[src/rtl/led_chaser_seq.sv]
// Running-light sequencer: produces the LED index and decoder enable code
// for the registered one-of-eight active-low LED decoder downstream.
module led_chaser_seq #(
    parameter int unsigned DIV_W = 8
) (
    input  logic             clk,
    input  logic             rst,
    input  logic             run,
    input  logic [1:0]       mode,
    input  logic             dir,
    input  logic [DIV_W-1:0] period,
    input  logic [2:0]       load_idx,
    input  logic             blank,
    output logic [2:0]       switch,
    output logic [2:0]       enable,
    output logic             tick
);

    localparam int unsigned IDX_W = 3;
    localparam logic [IDX_W-1:0] IDX_MAX = IDX_W'(7);
    localparam logic [IDX_W-1:0] IDX_MIN = IDX_W'(0);
    localparam logic [2:0] EN_ON  = 3'd4;
    localparam logic [2:0] EN_OFF = 3'd0;

    typedef enum logic [1:0] {
        MODE_WRAP   = 2'd0,
        MODE_BOUNCE = 2'd1,
        MODE_HOLD   = 2'd2,
        MODE_LOAD   = 2'd3
    } mode_e;

    typedef enum logic {
        BDIR_UP   = 1'b0,
        BDIR_DOWN = 1'b1
    } bdir_e;

    logic [DIV_W-1:0] cnt_q, cnt_d;
    logic [IDX_W-1:0] idx_d;
    bdir_e            bdir_q, bdir_d;
    logic [2:0]       enable_d;
    logic             tick_d;
    logic             step_c;
    mode_e            mode_c;

    assign mode_c = mode_e'(mode);

    // State register: prescaler, index, bounce direction and output flops
    always_ff @(posedge clk) begin
        if (!rst) begin
            cnt_q  <= '0;
            switch <= IDX_MIN;
            bdir_q <= BDIR_UP;
            enable <= EN_OFF;
            tick   <= 1'b0;
        end else begin
            cnt_q  <= cnt_d;
            switch <= idx_d;
            bdir_q <= bdir_d;
            enable <= enable_d;
            tick   <= tick_d;
        end
    end

    // Next-state: prescaler compare, step action per mode, bounce seeding
    always_comb begin
        cnt_d    = cnt_q;
        idx_d    = switch;
        bdir_d   = bdir_q;
        tick_d   = 1'b0;
        step_c   = 1'b0;
        enable_d = blank ? EN_OFF : EN_ON;

        if (mode_c == MODE_LOAD) begin
            idx_d = load_idx;
            cnt_d = '0;
        end else if (run) begin
            // Exact-match compare: a count already past period wraps through max
            if (cnt_q == period) begin
                cnt_d  = '0;
                step_c = 1'b1;
            end else begin
                cnt_d = cnt_q + DIV_W'(1);
            end
        end

        if (step_c) begin
            tick_d = 1'b1;
            unique case (mode_c)
                MODE_WRAP: begin
                    idx_d = dir ? switch + IDX_W'(1) : switch - IDX_W'(1);
                end
                MODE_BOUNCE: begin
                    if (bdir_q == BDIR_UP) begin
                        // At the top already: turn around instead of wrapping
                        if (switch == IDX_MAX) begin
                            idx_d  = switch - IDX_W'(1);
                            bdir_d = BDIR_DOWN;
                        end else begin
                            idx_d = switch + IDX_W'(1);
                            if (switch == IDX_MAX - IDX_W'(1)) begin
                                bdir_d = BDIR_DOWN;
                            end
                        end
                    end else begin
                        if (switch == IDX_MIN) begin
                            idx_d  = switch + IDX_W'(1);
                            bdir_d = BDIR_UP;
                        end else begin
                            idx_d = switch - IDX_W'(1);
                            if (switch == IDX_MIN + IDX_W'(1)) begin
                                bdir_d = BDIR_UP;
                            end
                        end
                    end
                end
                MODE_HOLD: begin
                    idx_d = switch;
                end
                default: begin
                    idx_d = switch;
                end
            endcase
        end

        // Outside bounce, keep the bounce direction seeded from dir
        if (mode_c != MODE_BOUNCE) begin
            bdir_d = dir ? BDIR_UP : BDIR_DOWN;
        end
    end

endmodule

[config.mk]
export PLATFORM = sky130hd
export DESIGN_NAME = led_chaser_seq
export DESIGN_NICKNAME = d
export VERILOG_FILES = /design/src/rtl/led_chaser_seq.sv
export SDC_FILE = /design/constraint.sdc
export NUM_CORES = 1
export LEC_CHECK = 0
export CAP_MARGIN = 40
export CORE_ASPECT_RATIO = 0.9
export CORE_UTILIZATION = 41
export CTS_CLUSTER_DIAMETER = 60
export DETAILED_ROUTE_END_ITERATION = 8
export GPL_TIMING_DRIVEN = 0
export PLACE_DENSITY = 0.8
export REMOVE_ABC_BUFFERS = 1
export SETUP_SLACK_MARGIN = 0.3
export SYNTH_ARGS = -nofsm -noshare
export SYNTH_HDL_FRONTEND = slang
export SYNTH_SLANG_ARGS = --single-unit
[constraint.sdc]
create_clock -name clk -period 1.9 [get_ports clk]
set_clock_uncertainty 0.05 [all_clocks]
set_input_delay 0.57 -clock clk [delete_from_list [all_inputs] [get_ports clk]]
set_output_delay 0.57 -clock clk [all_outputs]
set_load 0.02 [all_outputs]
==> Implementation_results.wiki <==
{| class="wikitable"
! Metric !! Value
|-
| Initial antenna violation count || 0
|-
| Synthesis-to-finish area growth || 39.5%
|-
| Max Cap Viol || 0
|-
| Largest fanout on the critical path || 8
|-
| Pwr per Cell Area || 572 nW/µm²
|-
| Wirelength per Cell || 12.6 µm
|-
| Clock transition at path regs || ~0.090 ns
|-
| Count of endpoints failing hold in the final timing report || 0
|-
| TNS Setup || 0 ns
|-
| Max IR drop VDD || ~0.00043 V
|-
| Crit Reg-Reg Startpoint || cnt_q[1]
|-
| Number of buffers inserted during clock tree synthesis || 3
|-
| Number of distinct standard cells referenced by the synthesized netlist || 29
|-
| Crit path required time || 2.04 ns
|-
| Clock period minus final worst setup slack || 1.83 ns
|-
| Critical path capture point type || flip-flop
|-
| First-pass GRT wire length || 3050 µm
|-
| Register bit total from synthesis || 14
|-
| Share of the clock period used by the worst path after layout || 96.6%
|-
| Half-perimeter wire length after detailed placement || about 1400 µm
|-
| Pin count of the biggest net entering global routing || 9
|-
| Starting DRT DRC Count || 18
|-
| Cell type contributing the most total cell area after synthesis || dfxtp_1
|-
| Number of buffers on the longest clock path || 2
|-
| Class of the most critical setup path || reg -> reg
|-
| Sequential share of the synthesized area || between 30% and 40%
|-
| Die Span X || 49.9 µm
|-
| Highest achievable clock rate || 545 MHz
|-
| Number of placed cells counting well taps || 143
|-
| Worst Setup EP || switch[2]
|-
| Pre-antenna DRT Iters || 4
|-
| # clock sinks || 14
|-
| Std cell rows || 15
|-
| Global placer's final weighted congestion || 0.806
|-
| Worst slack at placement || -0.780 ns
|-
| GRT Util Overall || 18.1%
|-
| Routed wire length on met3 || 119 µm
|-
| RSZ-0062 raised after global routing || yes
|-
| Detailed-route wire length on metal 1 || ~740 µm
|-
| Worst setup slack for register-to-register paths || roughly 0.065 ns
|-
| Static Leak || about 0.5 nW
|-
| H-tree depth || 1
|-
| Run status || completed
|-
| Final cell count without fillers || about 150
|-
| Total Wirelength || about 1900 µm
|-
| Synthesized area || 846 µm²
|-
| Smallest hold slack || between 0.4 and 0.5 ns
|-
| CP startpoint || cnt_q[1]
|-
| Mean post-synth cell area || 8.63 µm²
|-
| Syn Inst Count || 98
|-
| Hold-fix buffer count after cts || 0
|-
| Path type of the worst min-delay path || reg -> reg
|-
| Post-layout nets || 149
|-
| Vias per cell || between 5 and 6
|-
| Cells along the critical path || xnor2_2 -> nand3_1 -> or4_4 -> or2_1 -> o31ai_1
|-
| Detailed route wirelength on metal2 || between 900 and 1000 µm
|-
| Clock root buffer || clkbuf_4
|-
| Number of antenna cells inserted || 0
|-
| Number of routed nets with antenna violations || 0
|-
| Ports placed on the boundary || 25
|-
| Layout cells sized above 1 || 26.0%
|-
| Drc violations || 0
|-
| Reg2reg path depth || 5
|-
| Critical path arrival || 1.98 ns
|-
| Worst-Skew Late Latency || 0.28 ns
|-
| Worst-path cell with the longest stage delay || or4_4
|-
| Worst r2r dst || switch[2]
|-
| Top routing layer in use || met4
|-
| Vias in the first global route || around 750
|-
| Effective utilization at floorplan || 43.8%
|-
| Maximum single-stage delay on the critical path || roughly 0.59 ns
|-
| Setup Viol. Count Final || 0
|-
| Vias || 768
|-
| Leading cell types by total area after synthesis || dfxtp_1 (33%), ha_1 (10%), xnor2_1 (9.3%)
|-
| Pwr Total || 675 µW
|-
| Remaining global-route overflow || 0
|-
| Floorplan Core Area || 1930 µm²
|-
| Number of max-slew violations in the final report || 0
|-
| Area share of the largest cell type after synthesis || 33.1%
|-
| Kind of start point of the critical path || flip-flop
|-
| Fin worst setup slack || ~0.065 ns
|-
| Die outline height || 45.1 µm
|-
| Port Buffer Count || 22
|-
| Total of warnings raised by yosys || 0
|-
| Die area || 2250 µm²
|-
| Clock tree from TritonCTS || done
|}
==> worst max-delay path: cells and delay by family, from the launching register on <==
| family | cells | cell delay, ns |
|---|---|---|
| AND/OR/NAND/NOR | 3 | 0.97 |
| XOR/XNOR | 1 | 0.16 |
| flip-flops | 1 | 0.36 |
| AO/OA/AOI/OAI | 1 | 0.21 |
==> state kept, by name (all words and copies together) (netlist names) <==
| signal | count |
|---|---|
| cnt_q | 8 |
| switch | 3 |
| tick | 1 |
| enable | 1 |
| bdir_q | 1 |
==> cell families after synthesis <==
kind of cell / share of synthesized area [%]
AOI/OAI and AO/OA: 10.4
xor gates and xnor gates: 17.6
adders and majority gates: 10.4
buffers and inverters: 4.14
DFF: 33.1
muxes: 3.55
other: 0.443
and+or+nand+nor: 20.4
==> report_power, final <==
| group | internal, mW | switching, mW | total [mW] |
|---|---|---|---|
| combinational | 0.0731 | 0.0669 | 0.140 |
| sequential | 0.304 | 0.0142 | 0.318 |
| clock | 0.117 | 0.100 | 0.217 |
==> worst min-delay path by stage <==
| stage | startpoint | endpoint | slack, ns | cells after the start |
|---|---|---|---|---|
| after global placement | bdir_q | bdir_q | 0.46 | 2 |
| after global routing | bdir_q | bdir_q | 0.51 | 2 |
| after CTS | bdir_q | bdir_q | 0.50 | 2 |
| after detailed placement | bdir_q | bdir_q | 0.48 | 2 |
| final | cnt_q[7] | cnt_q[7] | 0.49 | 2 |
| after floorplan | bdir_q | bdir_q | 0.44 | 2 |
==> layout by cell type (no fill, tap or decap), types with 2 or more instances in the layout <==
cell type and n:
clkbuf_2 2, inv_1 4, dfxtp_1 6, clkdlybuf4s15_1 2
conb_1 2, nand4_1 3, nand3_1 5, nor2_1 13
clkdlybuf4s15_2 2, xnor2_1 4, ha_1 7, o21ai_0 2
nand2_1 7, dfxtp_2 8, clkbuf_4 3, dlygate4sd2_1 4
buf_6 4, xnor2_2 5, clkdlybuf4s50_1 7, mux2i_1 3
xor2_1 8
==> synth_stat cells, drive strengths merged <==
cell,number
or4,1
o31ai,2
and3,2
or2,1
o31a,1
nor2b,1
and4,1
a211oi,1
o21ai,4
nor3,1
nand3b,1
nand3,5
o211ai,1
a31oi,1
nand4,3
a41oi,1
ha,7
mux2i,3
conb,1
xnor2,9
xor2,8
dfxtp,14
a211o,1
buf,3
inv,4
nand2,7
nor2,13
a21oi,1
==> routing by layer <==
metal / global-route usage (%) / vias up
li1: - / 385
met1: 19.1 / 351
met2: 35.9 / 30
met3: 5.72 / 2
met4: 3.43 / 0
met5: 0 / -
==> metrics by stage <==
| stage | utilization [%] | cell area [µm²] |
|---|---|---|
| 2_1_floorplan | - | 830 |
| 3_3_place_gp | 55.9 | 1080 |
| 3_5_place_dp | 55.9 | 1080 |
| 4_1_cts | 59.3 | 1150 |
| 5_1_grt | 61.0 | 1180 |
| 6_report | 61.0 | 1180 |
==> cell type report <==
cell class / count / area [µm²]
fill: 173 / 753
multi-input combinational: 78 / 592
sequential: 14 / 290
timing repair buffer: 23 / 215
clock buffer: 4 / 36.3
tap: 25 / 31.3
inverter: 4 / 15.0
==> what timing repair did <==
item	4_1_cts	5_1_grt
setup endpoints to repair	18	15
pin swaps	13	6
gates resized for setup	41	22
buffers inserted	1	0
Power figures use the tool's default switching activity.
